--- src/rtl/sw_event_generator.sv ---
// Turns a debounced key level into single-cycle press/release/long-press/repeat events.
// States: IDLE = key up | PRESSED = held, timing to long-press | LONG = held past threshold, auto-repeating
module sw_event_generator #(
  parameter int HOLD_CYCLES   = 8,
  parameter int REPEAT_CYCLES = 4,
  parameter int CNT_W         = 8
) (
  input  logic CLK,
  input  logic RST,
  input  logic CleanSWIn,
  output logic PressPulse,
  output logic ReleasePulse,
  output logic LongPress,
  output logic RepeatPulse,
  output logic Held
);

  typedef enum logic [1:0] {
    IDLE    = 2'd0,
    PRESSED = 2'd1,
    LONG    = 2'd2
  } state_t;

  localparam logic [CNT_W-1:0] HOLD_TC   = CNT_W'(HOLD_CYCLES);
  localparam logic [CNT_W-1:0] REPEAT_TC = CNT_W'(REPEAT_CYCLES);
  localparam logic [CNT_W-1:0] CNT_ONE   = CNT_W'(1);

  state_t           state_q, state_d;
  logic [CNT_W-1:0] cnt_q, cnt_d;
  logic             sw_prev_q;
  logic             press_q, press_d;
  logic             release_q, release_d;
  logic             long_q, long_d;
  logic             repeat_q, repeat_d;
  logic             held_q, held_d;
  logic             rise;

  assign rise = CleanSWIn & ~sw_prev_q;

  // sw_prev resets high so a key held across reset must be released before it can press.
  always_ff @(posedge CLK or posedge RST) begin
    if (RST) begin
      state_q   <= IDLE;
      cnt_q     <= '0;
      sw_prev_q <= 1'b1;
      press_q   <= 1'b0;
      release_q <= 1'b0;
      long_q    <= 1'b0;
      repeat_q  <= 1'b0;
      held_q    <= 1'b0;
    end else begin
      state_q   <= state_d;
      cnt_q     <= cnt_d;
      sw_prev_q <= CleanSWIn;
      press_q   <= press_d;
      release_q <= release_d;
      long_q    <= long_d;
      repeat_q  <= repeat_d;
      held_q    <= held_d;
    end
  end

  always_comb begin
    state_d   = state_q;
    cnt_d     = cnt_q;
    press_d   = 1'b0;
    release_d = 1'b0;
    long_d    = 1'b0;
    repeat_d  = 1'b0;
    held_d    = held_q;
    case (state_q)
      IDLE: begin
        if (rise) begin
          state_d = PRESSED;
          cnt_d   = CNT_ONE;
          press_d = 1'b1;
          held_d  = 1'b1;
        end
      end
      PRESSED: begin
        // Release wins over a threshold hit on the same edge.
        if (!CleanSWIn) begin
          state_d   = IDLE;
          cnt_d     = '0;
          release_d = 1'b1;
          held_d    = 1'b0;
        end else if (cnt_q == HOLD_TC) begin
          state_d = LONG;
          cnt_d   = CNT_ONE;
          long_d  = 1'b1;
        end else begin
          cnt_d = cnt_q + CNT_ONE;
        end
      end
      LONG: begin
        if (!CleanSWIn) begin
          state_d   = IDLE;
          cnt_d     = '0;
          release_d = 1'b1;
          held_d    = 1'b0;
        end else if (cnt_q == REPEAT_TC) begin
          cnt_d    = CNT_ONE;
          repeat_d = 1'b1;
        end else begin
          cnt_d = cnt_q + CNT_ONE;
        end
      end
      default: begin
        state_d = IDLE;
        cnt_d   = '0;
        held_d  = 1'b0;
      end
    endcase
  end

  assign PressPulse   = press_q;
  assign ReleasePulse = release_q;
  assign LongPress    = long_q;
  assign RepeatPulse  = repeat_q;
  assign Held         = held_q;

endmodule

--- config.mk ---
export PLATFORM = sky130hd
export DESIGN_NAME = sw_event_generator
export DESIGN_NICKNAME = d
export VERILOG_FILES = /design/src/rtl/sw_event_generator.sv
export SDC_FILE = /design/constraint.sdc
export NUM_CORES = 1
export LEC_CHECK = 0
export CORE_MARGIN = 2
export CORE_UTILIZATION = 25
export DETAILED_ROUTE_END_ITERATION = 8
export PLACE_DENSITY = 0.5
export RECOVER_POWER = 25
export SYNTH_ARGS = -nofsm -noshare
export SYNTH_HDL_FRONTEND = slang
export SYNTH_SLANG_ARGS = --single-unit
--- constraint.sdc ---
create_clock -name CLK -period 1.5 [get_ports CLK]
set_clock_uncertainty 0.1 [all_clocks]
set_input_delay 0.225 -clock CLK [delete_from_list [all_inputs] [get_ports CLK]]
set_output_delay 0.225 -clock CLK [all_outputs]
set_load 0.01 [all_outputs]
==> summary.txt, run 1 <==
Placed design
  • Area post-placement: 1350 µm²
  • Port bufs: 7
  • Dpl cells: 181
  • HPWL after detailed placement: around 1800 µm
  • RD Place Congestion: between 0.8 and 0.9

Logic synthesis
  • Number of synthesized flops with an enable pin: 0
  • Mapped Nets: about 110
  • Syn Area/Cell: about 9.6 µm²
  • Synth Instances: 100
  • Distinct cell type count after synthesis: 38
  • #FFs+latches synth: 16
  • Yosys warns: 0
  • Register area share after synthesis: 41.7%
  • Post-synthesis async set-or-reset flop share: 100%
  • Main synth FF type: dfrtp_1
  • Mapped Area: about 960 µm²

Clocking
  • Htree depth: 1
  • Clock root buffer master: clkbuf_8
  • Clock buffer depth: 2
  • Number of CTS-inserted buffers: 3
  • Clock-pin slew on the worst setup and hold paths: 0.07 ns
  • CTS sink cnt: 16
  • TritonCTS clock tree: done
  • Latest clock arrival within the worst-skew pair: 0.25 ns
  • # hold bufs at CTS: 0

Critical path
  • FF-to-FF Start: cnt_q[1]$_DFFE_PP0P_
  • R2R cell count: 7
  • Critical path cell sequence: inv_1 > ha_1 > nor4b_4 > nand2_2 > o211ai_4 > buf_4 > o31ai_2
  • Critical path depth in cells: 7
  • Worst Path Required: 1.54 ns
  • Worst-path maximum fanout: 7
  • Type of origin of the critical path: register
  • FF-to-FF setup slack: -0.25 ns
  • Crit path DAT: approximately 1.8 ns
  • Worst setup path endpoint: cnt_q[4]$_DFFE_PP0P_
  • Critical path origin: cnt_q[1]$_DFFE_PP0P_
  • Slowest cell on the critical path: dfrtp_1
  • Slowest stage delay, CP: between 0.3 and 0.4 ns
  • Type of the worst setup path: reg2reg
  • CP top delay family: simple AND/OR/NAND/NOR gates
  • Crit end category: register
  • RR Endpoint: cnt_q[4]$_DFFE_PP0P_
  • Buf+Inv Stages, Crit Path: 2

Global route
  • Met2 usage: 20.9%
  • Initial antenna violation count: 0
  • First-pass GRT wire length: 4240 µm
  • Most Crowded Layer GR: met2
  • Met1 GRT Util: 16.1%
  • Vias in the first global route: 942
  • Grt total ovfl: 0
  • Largest net degree at the start of global routing: 10
  • GRT Overall Usage: between 10 and 15%
  • Met3 Track Usage GR: 2.73%

Floorplanning
  • Die width: 66.1 µm
  • # rows: 22
  • I/O pin total: 8
  • Die ar.: 4370 µm²
  • Initial Utilization: 26.1%
  • Core area: 3690 µm²
  • Die height: 66.1 µm

Layout
  • Ant diodes: 0
  • Design Area, Final: 1520 µm²
  • Layout cell share with drive strength beyond 1: 47.6%
  • P&R area growth vs syn: 57.4%
  • Cell Count, Final, Fillers Out: around 190
  • Fillers: 366
  • Nets: around 150

Routing
  • DR vias: 912
  • WL per Instance: 12.7 µm
  • Vias/cell: 4.77
  • # DRC: 0
  • Final ANT Viol Nets: 0
  • Final WL: 2430 µm
  • Pre-antenna DRT Iters: 4
  • Initial DRC count: 28

STA
  • Final setup viols: 11
  • RSZ-0062 raised after global routing: yes
  • Hold violation count in the final report: 0
  • Final cycle utilization of the critical path: 117%
  • Worst Max-Slew Pin Slew: about 0.33 ns
  • Fin worst setup slack: -0.250 ns
  • Minimum clock period: approximately 1.8 ns
  • Worst relative slew slack: about four fifths
  • Fmax: 571 MHz
  • Slew Limit Fails: 0

Power and ir drop
  • Flop pwr share: 27.7%
  • Maximum VDD drop: 0.450 mV
  • Clock power frac: between 10% and 20%
  • Int Power: 1.26 mW
  • Combinational share of power: roughly 55%
  • Switching Share: 37.2%
  • P_leak: 0.695 nW
  • Net switching power: 0.748 mW
  • Cell Pwr Density: 1330 nW/µm²

Outcome
  • Status: finished with violations
  • Failing checks: setup timing

Run
  • Max_cap viols: 0

Min path
  • Worst Hold Class: in2async
synthesized netlist by cell type (2+ instances only):
cell type	number	share of area [%]
a21oi_1	2	1.0
a22o_1	2	1.8
a31oi_1	2	1.3
and3_1	3	1.9
buf_2	2	1.0
dfrtp_1	15	39
ha_1	6	7.8
inv_1	11	4.3
nand2_1	9	3.5
nand2b_1	4	2.6
nand3_1	4	2.1
nor2_1	5	1.9
nor2b_1	2	1.3
nor3_1	2	1.0
o2111ai_1	2	1.8
o21ai_0	3	1.6
o22ai_1	2	1.3
o31ai_1	4	3.1
power groups by stage:
stage,clock [mW],sequential [mW],combinational (mW)
6_report,0.345,0.558,1.11
5_1_grt,0.375,0.570,1.21
4_1_cts,0.351,0.553,1.05
3_5_place_dp,0,0.565,0.919
3_3_place_gp,0,0.560,0.918
2_1_floorplan,0,0.578,0.507
worst min path at each step:
stage                         startpoint              endpoint  slack, ns
global route                         RST   LongPress$_DFF_PP0_       0.29
finish                               RST  PressPulse$_DFF_PP0_       0.26
CTS                                  RST   LongPress$_DFF_PP0_       0.14
detailed placement  cnt_q[7]$_DFFE_PP0P_  cnt_q[7]$_DFFE_PP0P_       0.38
floorplan                            RST      Held$_DFFE_PP0P_       0.04
global placement    cnt_q[7]$_DFFE_PP0P_  cnt_q[7]$_DFFE_PP0P_       0.38
metrics by stage:
| step | util [%] | power [mW] | setup slack [ns] | hold WS [ns] | TNS [ns] |
|---|---|---|---|---|---|
| after CTS | 39.6 | 1.95 | -0.237 | 0.139 | -1.72 |
| after global routing | 41.1 | 2.16 | -0.363 | 0.292 | -3.16 |
| after floorplan | - | 1.08 | -0.0790 | 0.0380 | -0.271 |
| after global placement | 36.6 | 1.48 | -0.308 | 0.383 | -2.80 |
| final | 41.1 | 2.01 | -0.250 | 0.259 | -1.84 |
| after detailed placement | 36.6 | 1.48 | -0.420 | 0.384 | -3.21 |
cells by family (layout without fill, tap and decap cells):
logic type	count (synthesis)	count (layout)	share of synthesized area (%)
AND/OR/NAND/NOR	37	37	22.6
AO/OA/AOI/OAI	25	25	20.4
flip-flops	16	16	41.7
buffers and inverters	15	58	6.49
adder cells (fa/ha/maj)	6	6	7.79
multiplexers	1	1	1.04
sequential cells by signal, summed over array words and instances, names as in the netlist:
| signal | flops |
|---|---|
| Held | 1 |
| LongPress | 1 |
| PressPulse | 1 |
| ReleasePulse | 1 |
| RepeatPulse | 1 |
| cnt_q | 8 |
| state_q | 2 |
| sw_prev_q | 1 |
metal layers:
metal	vias up	part of all wire (%)
li1	447	-
met1	443	46
met2	17	49
met3	5	3.5
met4	0	1.4
met5	-	0
placed cells by master (no fill, tap or decap), types with 3 or more instances in the layout:
master	n
inv_1	9
nand2b_1	3
buf_4	31
o31ai_1	3
clkdlybuf4s50_1	4
buf_6	5
and3_1	3
dfrtp_1	13
nor2_1	3
nand2_1	7
nand3_1	4
clkbuf_8	3
final cells by class:
type,instances,area (µm²),share of cell area (%)
Sequential cell,16,404,26.7
Tap cell,48,60.1,3.96
Timing Repair Buffer,43,360,23.8
Multi-Input combinational cell,69,603,39.8
Inverter,11,43.8,2.89
Clock buffer,4,45.0,2.97
worst register-to-register path: cells and delay by family, from the launching register on:
kind                       cells  cell delay, ns
AOI/OAI and AO/OA              2            0.33
adders and majority gates      1            0.14
buffers and inverters          2            0.25
DFF                            1            0.38
and+or+nand+nor                2            0.44
timing repair:
item                                    in CTS  in global routing
gates resized for setup                     10                 12
buffers inserted                             4                  2
endpoints found under the setup margin      10                 13
pin swaps                                    8                  8
Power figures use the tool's default switching activity.
==> inputs of run 2 (changes only) <==
--- a/config.mk
+++ b/config.mk
@@ -10,6 +10,7 @@
 export DETAILED_ROUTE_END_ITERATION = 8
 export PLACE_DENSITY = 0.5
 export RECOVER_POWER = 25
+export SETUP_SLACK_MARGIN = 0.3
 export SYNTH_ARGS = -nofsm -noshare
 export SYNTH_HDL_FRONTEND = slang
 export SYNTH_SLANG_ARGS = --single-unit
==> summary.txt, run 2 (same netlist as run 1, synthesis figures left out) <==
STA
  • Final setup viols: 11
  • Minimum clock period: roughly 1.8 ns
  • Worst relative slew slack: about three quarters
  • Slew Limit Fails: 0
  • Final cycle utilization of the critical path: 119%
  • Hold violation count in the final report: 0
  • Fin worst setup slack: -0.278 ns
  • RSZ-0062 raised after global routing: yes
  • Worst Max-Slew Pin Slew: 0.361 ns
  • Fmax: between 500 and 600 MHz

Routing
  • DR vias: 930
  • Final WL: 2540 µm
  • Uppermost layer routed: met4
  • Final ANT Viol Nets: 0
  • Initial DRC count: 44
  • WL met3: approximately 80 µm
  • Vias/cell: 4.82
  • Met2 WL: 1210 µm
  • WL per Instance: around 13 µm
  • Pre-antenna DRT Iters: 4
  • DRT met1 WL: 1180 µm
  • # DRC: 0

Power and ir drop
  • Cell Pwr Density: between 1000 and 1500 nW/µm²
  • Final Power: 2.11 mW
  • P_leak: about 0.70 nW
  • Maximum VDD drop: approximately 0.48 mV

Critical path
  • Buf+Inv Stages, Crit Path: 1
  • CP top delay family: simple AND/OR/NAND/NOR gates
  • Crit path DAT: ~1.8 ns
  • Type of origin of the critical path: register
  • Slowest cell on the critical path: dfrtp_1
  • Worst-path maximum fanout: 7
  • Worst Path Required: 1.53 ns
  • Critical path cell sequence: inv_1 > ha_1 > nor4b_4 > nand2_2 > o211ai_4 > o211ai_1
  • Slowest stage delay, CP: 0.38 ns
  • Crit end category: register
  • Type of the worst setup path: reg2reg

Clocking
  • Number of CTS-inserted buffers: 3
  • Clock-pin slew on the worst setup and hold paths: about 0.070 ns
  • CTS sink cnt: 16
  • TritonCTS clock tree: done
  • # hold bufs at CTS: 0
  • Latest clock arrival within the worst-skew pair: 0.26 ns
  • Clock root buffer master: clkbuf_8
  • Htree depth: 1
  • Clock buffer depth: 2

Placed design
  • Port bufs: 7
  • RD Place Congestion: 0.800
  • Place WS: -0.381 ns
  • HPWL after detailed placement: 1860 µm
  • Dpl cells: between 150 and 200

Layout
  • Commonest cells after routing, fill and taps aside: 35 x buf_4, 13 x dfrtp_1, 9 x inv_1
  • Register bank with the most flops: cnt_q
  • Ant diodes: 0
  • Fillers: 378
  • Layout cell share with drive strength beyond 1: 48.3%
  • Max reg flops: 8
  • Nets: 155
  • Most common cell after layout, fill and taps aside: buf_4
  • Cell Count, Final, Fillers Out: 193
  • P&R area growth vs syn: 59.5%
  • Largest regs: cnt_q: 8 flops, state_q: 2 flops

Global route
  • Initial antenna violation count: 0
  • Largest net degree at the start of global routing: 10
  • Vias in the first global route: 914
  • GRT Overall Usage: 12.8%
  • Grt total ovfl: 0
  • First-pass GRT wire length: around 4200 µm

Floorplanning
  • Die height: 66.1 µm
  • Core area: about 3700 µm²
  • # rows: 22
  • Die ar.: between 4000 and 5000 µm²
  • I/O pin total: 8
  • Initial Utilization: a little over a quarter
  • Die width: 66.1 µm

Min path
  • Worst Hold Class: in2async

Outcome
  • Status: finished with violations
  • Failing checks: setup timing

Run
  • Max_cap viols: 0
[run 2: worst register-to-register path, stage by stage (launching register included)]
cell      delay, ns
dfrtp_1        0.38
inv_1          0.07
ha_1           0.15
nor4b_4        0.33
nand2_2        0.16
o211ai_4       0.31
o211ai_1       0.15
[run 2: repair_timing]
item / 4_1_cts / 5_1_grt
setup buffers: 6 / 5
setup endpoints to repair: 18 / 15
gates resized for setup: 24 / 5
pin swaps: 13 / 9
[run 2: final timing paths]
path | start | cells past startpoint | slack, ns | endpoint
setup / recovery | cnt_q[1]$_DFFE_PP0P_ | 6 | -0.28 | cnt_q[3]$_DFFE_PP0P_
hold / removal | RST | 2 | 0.25 | LongPress$_DFF_PP0_
setup reg to reg | cnt_q[1]$_DFFE_PP0P_ | 6 | -0.28 | cnt_q[3]$_DFFE_PP0P_
hold reg to reg | cnt_q[7]$_DFFE_PP0P_ | 1 | 0.40 | cnt_q[7]$_DFFE_PP0P_
max in group asynchronous | RST | 3 | 0.62 | RepeatPulse$_DFF_PP0_
min in group CLK | cnt_q[7]$_DFFE_PP0P_ | 1 | 0.40 | cnt_q[7]$_DFFE_PP0P_
[run 2: cell type report]
class / instances / area, µm² / area share [%]
tap: 48 / 60.1 / 3.91
timing repair buffer: 45 / 362 / 23.5
sequential: 16 / 404 / 26.3
multi-input combinational: 69 / 612 / 39.8
clock buffer: 4 / 55.1 / 3.58
inverter: 11 / 43.8 / 2.85
[run 2: stage by stage]
step	util [%]	hold slack (ns)	setup TNS (ns)	area, µm²
6_report	41.7	0.251	-2.58	1540
5_1_grt	41.7	0.286	-3.63	1540
4_1_cts	40.4	0.128	-2.84	1490
3_5_place_dp	36.3	0.394	-2.96	1340
3_3_place_gp	36.3	0.386	-2.62	1340
2_1_floorplan	-	0.0380	-0.293	1030
[run 2: power breakdown]
| group | switching (mW) | total [mW] | leakage (nW) | internal, mW |
|---|---|---|---|---|
| clock | 0.160 | 0.394 | 0.0288 | 0.233 |
| sequential | 0.0519 | 0.558 | 0.211 | 0.506 |
| combinational | 0.562 | 1.15 | 0.460 | 0.592 |
| total | 0.774 | 2.11 | 0.699 | 1.33 |
[run 2: metal layers]
layer / up-vias / GRT usage [%]
met2: 23 / 19.8
met4: 0 / 7.40
li1: 450 / -
met5: - / 0
met1: 452 / 17.3
met3: 5 / 1.36
==> inputs of run 3 (changes only) <==
--- a/config.mk
+++ b/config.mk
@@ -6,11 +6,13 @@
 export NUM_CORES = 1
 export LEC_CHECK = 0
 export CORE_MARGIN = 2
-export CORE_UTILIZATION = 25
+export CORE_UTILIZATION = 50
+export CTS_CLUSTER_SIZE = 28
 export DETAILED_ROUTE_END_ITERATION = 8
-export PLACE_DENSITY = 0.5
+export PLACE_DENSITY = 0.81
 export RECOVER_POWER = 25
 export SETUP_SLACK_MARGIN = 0.3
+export SKIP_CTS_REPAIR_TIMING = 1
 export SYNTH_ARGS = -nofsm -noshare
 export SYNTH_HDL_FRONTEND = slang
 export SYNTH_SLANG_ARGS = --single-unit
==> summary.txt, run 3 (same netlist as run 1, synthesis figures left out) <==
Outcome
  • Status: finished with violations
  • Failing checks: setup timing

STA
  • RSZ-0062 raised after global routing: yes
  • Final setup viols: 11
  • Minimum clock period: 1.78 ns
  • Fin worst setup slack: -0.277 ns
  • Worst relative slew slack: 76.8%
  • Slew Limit Fails: 0
  • Final cycle utilization of the critical path: 118%
  • Worst Max-Slew Pin Slew: 0.348 ns
  • Fmax: around 560 MHz
  • Sum Neg Setup Slack: -2.25 ns
  • Hold violation count in the final report: 0

Placed design
  • Dpl cells: 157
  • HPWL after detailed placement: approximately 1800 µm
  • Port bufs: 7
  • RD Place Congestion: 0.881
  • Place WS: -0.365 ns

Routing
  • # DRC: 0
  • DR vias: 909
  • Final ANT Viol Nets: 0
  • Pre-antenna DRT Iters: 4
  • WL per Instance: about 15 µm
  • Vias/cell: 5.58
  • Final WL: 2440 µm
  • Initial DRC count: 27

Critical path
  • FF-to-FF setup slack: -0.28 ns
  • Type of origin of the critical path: register
  • Worst Path Required: roughly 1.6 ns
  • Crit end category: register
  • Worst-path maximum fanout: 7
  • Crit path DAT: 1.86 ns
  • Type of the worst setup path: reg2reg

Layout
  • Commonest cells after routing, fill and taps aside: 28 x buf_4, 15 x dfrtp_1, 8 x inv_1
  • Cell Count, Final, Fillers Out: roughly 160
  • P&R area growth vs syn: 46.1%
  • Register bank with the most flops: cnt_q
  • Largest regs: cnt_q: 8 flops, state_q: 2 flops
  • Ant diodes: 0
  • Nets: 148
  • Most common cell after layout, fill and taps aside: buf_4
  • Fillers: between 100 and 150
  • Layout cell share with drive strength beyond 1: 40.6%
  • Max reg flops: 8

Clocking
  • Htree depth: 1
  • Number of CTS-inserted buffers: 3
  • Latest clock arrival within the worst-skew pair: about 0.29 ns
  • TritonCTS clock tree: done
  • CTS sink cnt: 16
  • Clock buffer depth: 2
  • Clock root buffer master: clkbuf_4
  • Clock-pin slew on the worst setup and hold paths: 0.10 ns

Global route
  • First-pass GRT wire length: 3760 µm
  • Grt total ovfl: 0
  • GRT Overall Usage: 23.8%
  • Initial antenna violation count: 0
  • Vias in the first global route: 866
  • Largest net degree at the start of global routing: 11

Power and ir drop
  • Maximum VDD drop: 1.02 mV
  • Cell Pwr Density: 1310 nW/µm²
  • P_leak: 0.710 nW

Floorplanning
  • Core area: approximately 1800 µm²
  • I/O pin total: 8
  • Die ar.: 2290 µm²
  • Die width: 47.9 µm
  • Initial Utilization: between 50% and 60%
  • Die height: approximately 48 µm
  • # rows: 15

Min path
  • Worst Hold Class: in2async

Run
  • Max_cap viols: 0
==> run 3: changes by cell type in the layout (fill, tap and decap cells not counted), moves of 2 or more <==
cell | previous run | this run
buf_4 | 35 | 28
nand2_1 | 5 | 7
clkdlybuf4s15_1 | 4 | 0
inv_2 | 1 | 3
clkbuf_8 | 4 | 0
dlymetal6s2s_1 | 0 | 4
dfrtp_1 | 13 | 15
clkbuf_4 | 0 | 3
dfrtp_2 | 2 | 0
==> run 3: metal layers <==
metal / GRT usage (%) / routed length [µm] / up-vias
li1: - / - / 437
met1: 32.6 / 1110 / 435
met2: 37.9 / 1170 / 32
met3: 3.40 / 130 / 5
met4: 9.19 / 34 / 0
met5: 0 / 0 / -
==> run 3: critical path, cell delays in order (launching register included) <==
cell	delay, ns
dfrtp_1	0.40
inv_2	0.07
ha_1	0.15
nor4b_4	0.31
nand2_2	0.14
o211ai_4	0.31
buf_6	0.14
o22ai_1	0.05
==> run 3: final timing paths <==
path | start | to | depth (start not counted)
max | cnt_q[1]$_DFFE_PP0P_ | cnt_q[1]$_DFFE_PP0P_ | 7
min in group CLK | cnt_q[7]$_DFFE_PP0P_ | cnt_q[7]$_DFFE_PP0P_ | 1
max in group asynchronous | RST | cnt_q[6]$_DFFE_PP0P_ | 3
min | RST | Held$_DFFE_PP0P_ | 2
min reg2reg | cnt_q[7]$_DFFE_PP0P_ | cnt_q[7]$_DFFE_PP0P_ | 1
max reg2reg | cnt_q[1]$_DFFE_PP0P_ | cnt_q[1]$_DFFE_PP0P_ | 7
==> run 3: area by class of cell <==
class	instances	area (µm²)	share of cell area, %
tap	25	31.3	2.22
clock buffer	4	26.3	1.87
multi-input combinational	69	579	41.2
inverter	11	41.3	2.93
timing repair buffer	38	328	23.3
sequential	16	402	28.5
==> run 3: through the flow <==
stage / utilization [%] / total power [mW] / hold WS (ns) / instance area [µm²]
floorplan: - / 1.11 / 0.0380 / 1030
global placement: 75.8 / 1.52 / 0.375 / 1340
detailed placement: 75.8 / 1.56 / 0.380 / 1340
CTS: 77.3 / 1.81 / 0.0916 / 1360
global route: 79.8 / 1.95 / 0.259 / 1410
finish: 79.8 / 1.85 / 0.224 / 1410
==> run 3: where the power goes <==
group	internal [mW]	leakage, nW	switching (mW)
clock	0.103	0.0150	0.141
combinational	0.524	0.481	0.524
sequential	0.502	0.213	0.0531
